==> config.mk <==
export PLATFORM = sky130hd
export DESIGN_NAME = regfile_rename
export DESIGN_NICKNAME = d
export VERILOG_FILES = /design/src/rtl/regfile_rename.sv
export SDC_FILE = /design/constraint.sdc
export NUM_CORES = 2
export LEC_CHECK = 0
export CORE_UTILIZATION = 65
export CTS_CLUSTER_DIAMETER = 80
export DETAILED_ROUTE_END_ITERATION = 12
export PLACE_DENSITY_LB_ADDON = 0.2
export RECOVER_POWER = 25
export SYNTH_ARGS = -nofsm -noshare
export SYNTH_HDL_FRONTEND = slang
export SYNTH_SLANG_ARGS = --single-unit
==> constraint.sdc <==
create_clock -name clk_in -period 12.2 [get_ports clk_in]
set_input_delay 2.44 -clock clk_in [delete_from_list [all_inputs] [get_ports clk_in]]
set_output_delay 2.44 -clock clk_in [all_outputs]
set_load 0.005 [all_outputs]
==> src/rtl/regfile_rename.sv <==
// rtl/regfile_rename.sv - architectural register file with rename (register-status) table
// Optional busy counter output enabled by defining REGFILE_BUSY_CNT_EN.
module regfile_rename #(
   parameter int REG_ADDR_WIDTH = 5,
   parameter int DATA_WIDTH     = 32,
   parameter int ROB_IDX_WIDTH  = 4,
   parameter int NUM_READ       = 2
) (
   input  logic                               clk_in,
   input  logic                               rst_in,
   input  logic                               rdy_in,
   input  logic [NUM_READ*REG_ADDR_WIDTH-1:0] rd_addr,
   output logic [NUM_READ*DATA_WIDTH-1:0]     rd_data,
   output logic [NUM_READ-1:0]                rd_busy,
   output logic [NUM_READ*ROB_IDX_WIDTH-1:0]  rd_tag,
   input  logic                               issue_en,
   input  logic [REG_ADDR_WIDTH-1:0]          issue_rd,
   input  logic [ROB_IDX_WIDTH-1:0]           issue_tag,
   input  logic                               commit_en,
   input  logic [REG_ADDR_WIDTH-1:0]          commit_rd,
   input  logic [ROB_IDX_WIDTH-1:0]           commit_tag,
   input  logic [DATA_WIDTH-1:0]              commit_data,
   input  logic                               flush_in
`ifdef REGFILE_BUSY_CNT_EN
   ,
   output logic [REG_ADDR_WIDTH:0]            busy_cnt
`endif
);

   localparam int NREG = 2**REG_ADDR_WIDTH;

   logic [DATA_WIDTH-1:0]    value_q [NREG];
   logic [ROB_IDX_WIDTH-1:0] tag_q   [NREG];
   logic [ROB_IDX_WIDTH-1:0] tag_d   [NREG];
   logic [NREG-1:0]          busy_q;
   logic [NREG-1:0]          busy_d;

   logic [NUM_READ*DATA_WIDTH-1:0]    rd_data_d;
   logic [NUM_READ-1:0]               rd_busy_d;
   logic [NUM_READ*ROB_IDX_WIDTH-1:0] rd_tag_d;

   // x0 is hard-wired: commits and issues targeting it are discarded here.
   logic commit_ok;
   logic issue_ok;
   logic commit_clr;

   assign commit_ok  = commit_en && (commit_rd != '0);
   assign issue_ok   = issue_en && (issue_rd != '0) && !flush_in;
   assign commit_clr = commit_ok && busy_q[commit_rd] && (tag_q[commit_rd] == commit_tag);

   // Next rename state: flush clears everything, otherwise commit clears then issue wins.
   always_comb begin
      busy_d = busy_q;
      for (int i = 0; i < NREG; i++) tag_d[i] = tag_q[i];
      if (flush_in) begin
         busy_d = '0;
         for (int i = 0; i < NREG; i++) tag_d[i] = '0;
      end else begin
         if (commit_clr) busy_d[commit_rd] = 1'b0;
         if (issue_ok) begin
            busy_d[issue_rd] = 1'b1;
            tag_d[issue_rd]  = issue_tag;
         end
      end
   end

   // Read ports see pre-issue state with commit bypass; a flush hides busy/tag.
   always_comb begin
      rd_data_d = '0;
      rd_busy_d = '0;
      rd_tag_d  = '0;
      for (int k = 0; k < NUM_READ; k++) begin
         if (rd_addr[k*REG_ADDR_WIDTH +: REG_ADDR_WIDTH] != '0) begin
            if (commit_ok && (commit_rd == rd_addr[k*REG_ADDR_WIDTH +: REG_ADDR_WIDTH])) begin
               rd_data_d[k*DATA_WIDTH +: DATA_WIDTH] = commit_data;
               rd_busy_d[k] = busy_q[commit_rd] && (tag_q[commit_rd] != commit_tag);
            end else begin
               rd_data_d[k*DATA_WIDTH +: DATA_WIDTH] =
                  value_q[rd_addr[k*REG_ADDR_WIDTH +: REG_ADDR_WIDTH]];
               rd_busy_d[k] = busy_q[rd_addr[k*REG_ADDR_WIDTH +: REG_ADDR_WIDTH]];
            end
            rd_tag_d[k*ROB_IDX_WIDTH +: ROB_IDX_WIDTH] =
               tag_q[rd_addr[k*REG_ADDR_WIDTH +: REG_ADDR_WIDTH]];
            if (flush_in) begin
               rd_busy_d[k] = 1'b0;
               rd_tag_d[k*ROB_IDX_WIDTH +: ROB_IDX_WIDTH] = '0;
            end
         end
      end
   end

   // Register values: only commits write, and they still land during a flush.
   always_ff @(posedge clk_in) begin
      if (rst_in) begin
         for (int i = 0; i < NREG; i++) value_q[i] <= '0;
      end else if (rdy_in && commit_ok) begin
         value_q[commit_rd] <= commit_data;
      end
   end

   // Rename table and read-port output registers, held while stalled.
   always_ff @(posedge clk_in) begin
      if (rst_in) begin
         busy_q  <= '0;
         for (int i = 0; i < NREG; i++) tag_q[i] <= '0;
         rd_data <= '0;
         rd_busy <= '0;
         rd_tag  <= '0;
      end else if (rdy_in) begin
         busy_q  <= busy_d;
         for (int i = 0; i < NREG; i++) tag_q[i] <= tag_d[i];
         rd_data <= rd_data_d;
         rd_busy <= rd_busy_d;
         rd_tag  <= rd_tag_d;
      end
   end

`ifdef REGFILE_BUSY_CNT_EN
   logic [REG_ADDR_WIDTH:0] cnt_d;

   // Population count of the next busy vector keeps the counter exact in every case.
   always_comb begin
      cnt_d = '0;
      for (int i = 0; i < NREG; i++) cnt_d = cnt_d + (REG_ADDR_WIDTH+1)'(busy_d[i]);
   end

   // Busy counter register, updated alongside the rename table.
   always_ff @(posedge clk_in) begin
      if (rst_in)      busy_cnt <= '0;
      else if (rdy_in) busy_cnt <= cnt_d;
   end
`endif

endmodule

==> run_results.csv <==
group,metric,value,unit
outcome,outcome,"finished with violations",
outcome,failed_checks,"capacitance limit, slew limit",
synth,synthTopCellsByArea,"edfxtp_1, mux4_2, and2_1, mux2i_1, dfxtp_1",
route,antenna_violating_nets_post_route,0,
floorplanning,starting_density,0.658,
clocking,cts_tree,"yes",
floorplanning,die_y,326,µm
worst_setup_path,worst_setup_sp_type,"input pin",
clocking,ctsRootBufferMaster,"clkbuf_16",
synth,post_synth_xor_area_fraction,0.00128,
sta,timing_worst_slew_pin_value,4.40,ns
synth,ys_dominant_reg_cell,"edfxtp_1",
synth,synth.mux.area_fraction,0.278,
synth,mappedNetlistArea,68300,µm²
route,drt_pass1_iterations,6,
global_routing,largest_net_degree_at_the_start_of_global_routing,143,
layout,n_fill_cell,6429,
route,wirelength,209000,µm
layout,final-seq-area,36700,µm²
worst_setup_path,cp_max_fo,50,
place,hpwl,123000,µm
global_routing,first_global_vias,43500,
clocking,setup_buffers_after_cts,0,
sta,fmax,0.122,GHz
sta,skew,0.0315,ns
synth,synth_top_family_by_area,"multiplexers",
route,detailroute.via_count,44500,
place,dpl-instance-area,70800,µm²
clocking,numClockSinks,1258,
sta,timing.max_slew.rel_slack,-1.93,
layout,multi_input_area,30100,µm²
floorplanning,num_rows,118,
worst_setup_path,worst_ep_required_time,12.58,ns
clocking,cts.repair.resized,0,
pwr,p_leak,25.3,nW
place,place_ws,4.62,ns
synth,synthDominantCellAreaShare,0.506,
clocking,cts.clk_slew.worst_paths,0.06,ns
synth,synth_warnings,0,
sta,totalNegativeSetupSlack,0,ns
place,globalplace.congestion,0.963,
route,drtIter0Drc,7337,
global_routing,first_pass_grt_wire_length,300000,µm
sta,grt_setup_unrepaired,"false",
route,detailed_route_wire_length_on_metal_1,70800,µm
hold_path,hp-class,"flip-flop to flip-flop",
sta,post-route-worst-setup-slack,4.02,ns
sta,min_period_over_period,0.671,
pwr,vdd_ir_drop_max,0.128,mV
route,avgViaCountPerCell,7.39,
floorplanning,die-width,326,µm
route,avgRoutedWirePerCell,34.8,µm
synth,synth_compound_area_frac,0.0260,
clocking,cts_hold_repair.buffers,0,
synth,synth.avg_cell_area,15.0,µm²
sta,final_hold_viol_count,0,
worst_setup_path,cp.arrival,8.56,ns
place,port-buffer-count,139,
synth,synth_area_leader_cell,"edfxtp_1",
synth,synth-seq-cells,1258,
synth,yosys.cell_types.count,50,
floorplanning,die_area,106000,µm²
synth,synth_enable_flop_cells,1152,
clocking,clock_tree.buffer_depth,3,
layout,drive_gt1_frac,0.244,
worst_setup_path,critical_path_class,"input pin to flip-flop",
layout,area.growth.synth_to_final,9.84,%
synth,synth_seq_area_share,0.537,
synth,postSynthCellCount,4570,
floorplanning,core_region_area,104000,µm²
sta,drv_slew,654,
synth,post_synthesis_share_of_cell_area_spent_on_full_adders_half_adders_and_majority_gates,0,
clocking,cts_inserted_buffers,136,
layout,fin_area,75000,µm²
route,met3WireLength,30400,µm
floorplanning,num_io_pins,140,
route,routed.top_layer,"met5",
route,remaining_drc_errors,0,
run,cap_viol_max_count,15,
worst_setup_path,critical_path.endpoint_type,"flip-flop",
layout,finish.net_count,4584,
clocking,clkLatencyLatePin,0.77,ns
global_routing,grt_usage,0.397,
synth,synth_async_sr_flop_share,0,
sta,finalSetupViolations,0,
sta,period_minus_slack,8.18,ns
global_routing,grt-ovfl-total,0,
global_routing,antenna_violations_before_repair,10,
synth,synth-simple-area-share,0.129,
route,met2_length,97400,µm
clocking,cts_max_level,4,
pwr,power_density,140,nW/µm²
## sequential cells by signal, indices dropped and copies added, names as in the netlist
| signal | count |
|---|---|
| value_q | 1024 |
| tag_q | 128 |
| rd_data | 64 |
| busy_q | 32 |
| rd_tag | 8 |
| rd_busy | 2 |
## placed cells by master (no fill, tap or decap), types with 6 or more instances in the layout
master           synthesis  layout
and2_0                   0     113
xnor2_1                  6       6
a21oi_1                128     126
dfxtp_1                106     106
nor2b_1                  8       8
nor2_4                   0      31
clkbuf_1               339      51
and2_1                 997     884
clkinv_1                 0      26
edfxtp_1              1152    1152
conb_1                   1      32
nand3_1                 70      70
a2bb2oi_1               12      12
a22oi_1                  6       6
diode_2                  0      12
clkinv_2                 0      22
clkbuf_16                0     142
a221o_1                  6       6
inv_6                    0       7
o21ai_1                 21      21
dlygate4sd3_1            0      76
buf_4                    6      95
or2_2                   35      32
bufinv_16                0       7
nand2_1                177     176
nor4_1                  10       8
nor3_1                  17      17
mux4_2                 746     746
o22ai_1                 32      32
o21ai_0                 87      85
mux2i_1                214     214
clkdlybuf4s50_1          0      48
nor2_1                 199     168
o311a_1                  6       6
## layer usage
layer / vias to the layer above / global-route usage
met2: 3853 / 0.603
li1: 17500 / -
met5: - / 0
met3: 665 / 0.119
met1: 22400 / 0.533
met4: 8 / 0.182
## where the power goes
group / switching, W / leakage [nW] / internal (W)
sequential: 0.000154 / 12.0 / 0.00496
combinational: 0.000732 / 11.3 / 0.000587
clock: 0.00175 / 2.10 / 0.00231
## worst paths after layout
| kind | slack [ns] | depth (start not counted) | to | startpoint |
|---|---|---|---|---|
| max | 4.02 | 4 | value_q[14][5] | rst_in |
| min | 0.45 | 2 | rd_data[12] | rd_data[12] |
| max reg2reg | 9.07 | 7 | busy_q[3] | tag_q[5][1] |
| min reg2reg | 0.45 | 2 | rd_data[12] | rd_data[12] |
## critical path, stage by stage
cell and delay, ns:
clkbuf_1 1.00, clkbuf_1 3.15, or2_0 1.12, buf_4 0.77
## per-stage QoR
| step | cells | hold WS [ns] | util | total power (W) |
|---|---|---|---|---|
| after floorplan | 4601 | 0.444 | - | 0.00597 |
| after global placement | 5760 | 0.435 | 0.682 | 0.00644 |
| after detailed placement | 5760 | 0.442 | 0.682 | 0.00648 |
| after CTS | 6009 | 0.455 | 0.723 | 0.0105 |
| after global routing | 6010 | 0.474 | 0.723 | 0.0107 |
| final | 6021 | 0.447 | 0.723 | 0.0105 |
## cell type report
| type | count | area share |
|---|---|---|
| repair buffers | 251 | 0.0296 |
| clock buffers | 180 | 0.0499 |
| flip-flops and latches | 1258 | 0.489 |
| inverters | 1 | 0.0000500 |
| multi-input cells | 2870 | 0.400 |
| diodes | 12 | 0.000400 |
| well taps | 1380 | 0.0230 |
| clock inverters | 69 | 0.00737 |
## cell families (layout without fill, tap and decap cells)
logic type,after synthesis,in the layout
AOI/OAI and AO/OA,309,309
xor gates and xnor gates,10,10
buffers and inverters,473,501
DFF,1258,1258
muxes,962,962
other,1,44
and+or+nand+nor,1557,1557
## synthesized netlist by cell type (all sizes together) (6+ instances only)
cell type,count
nor4,10
a22oi,6
nand3,70
or2,35
nor3,20
xnor2,6
a221o,6
a2bb2oi,12
and2,997
o21ai,108
mux2i,214
a21oi,128
nand2,177
buf,133
o311a,6
edfxtp,1152
mux4,746
nor2b,8
nor2,199
clkbuf,339
dfxtp,106
o22ai,34
No activity file was read; power rests on OpenSTA's default activity.
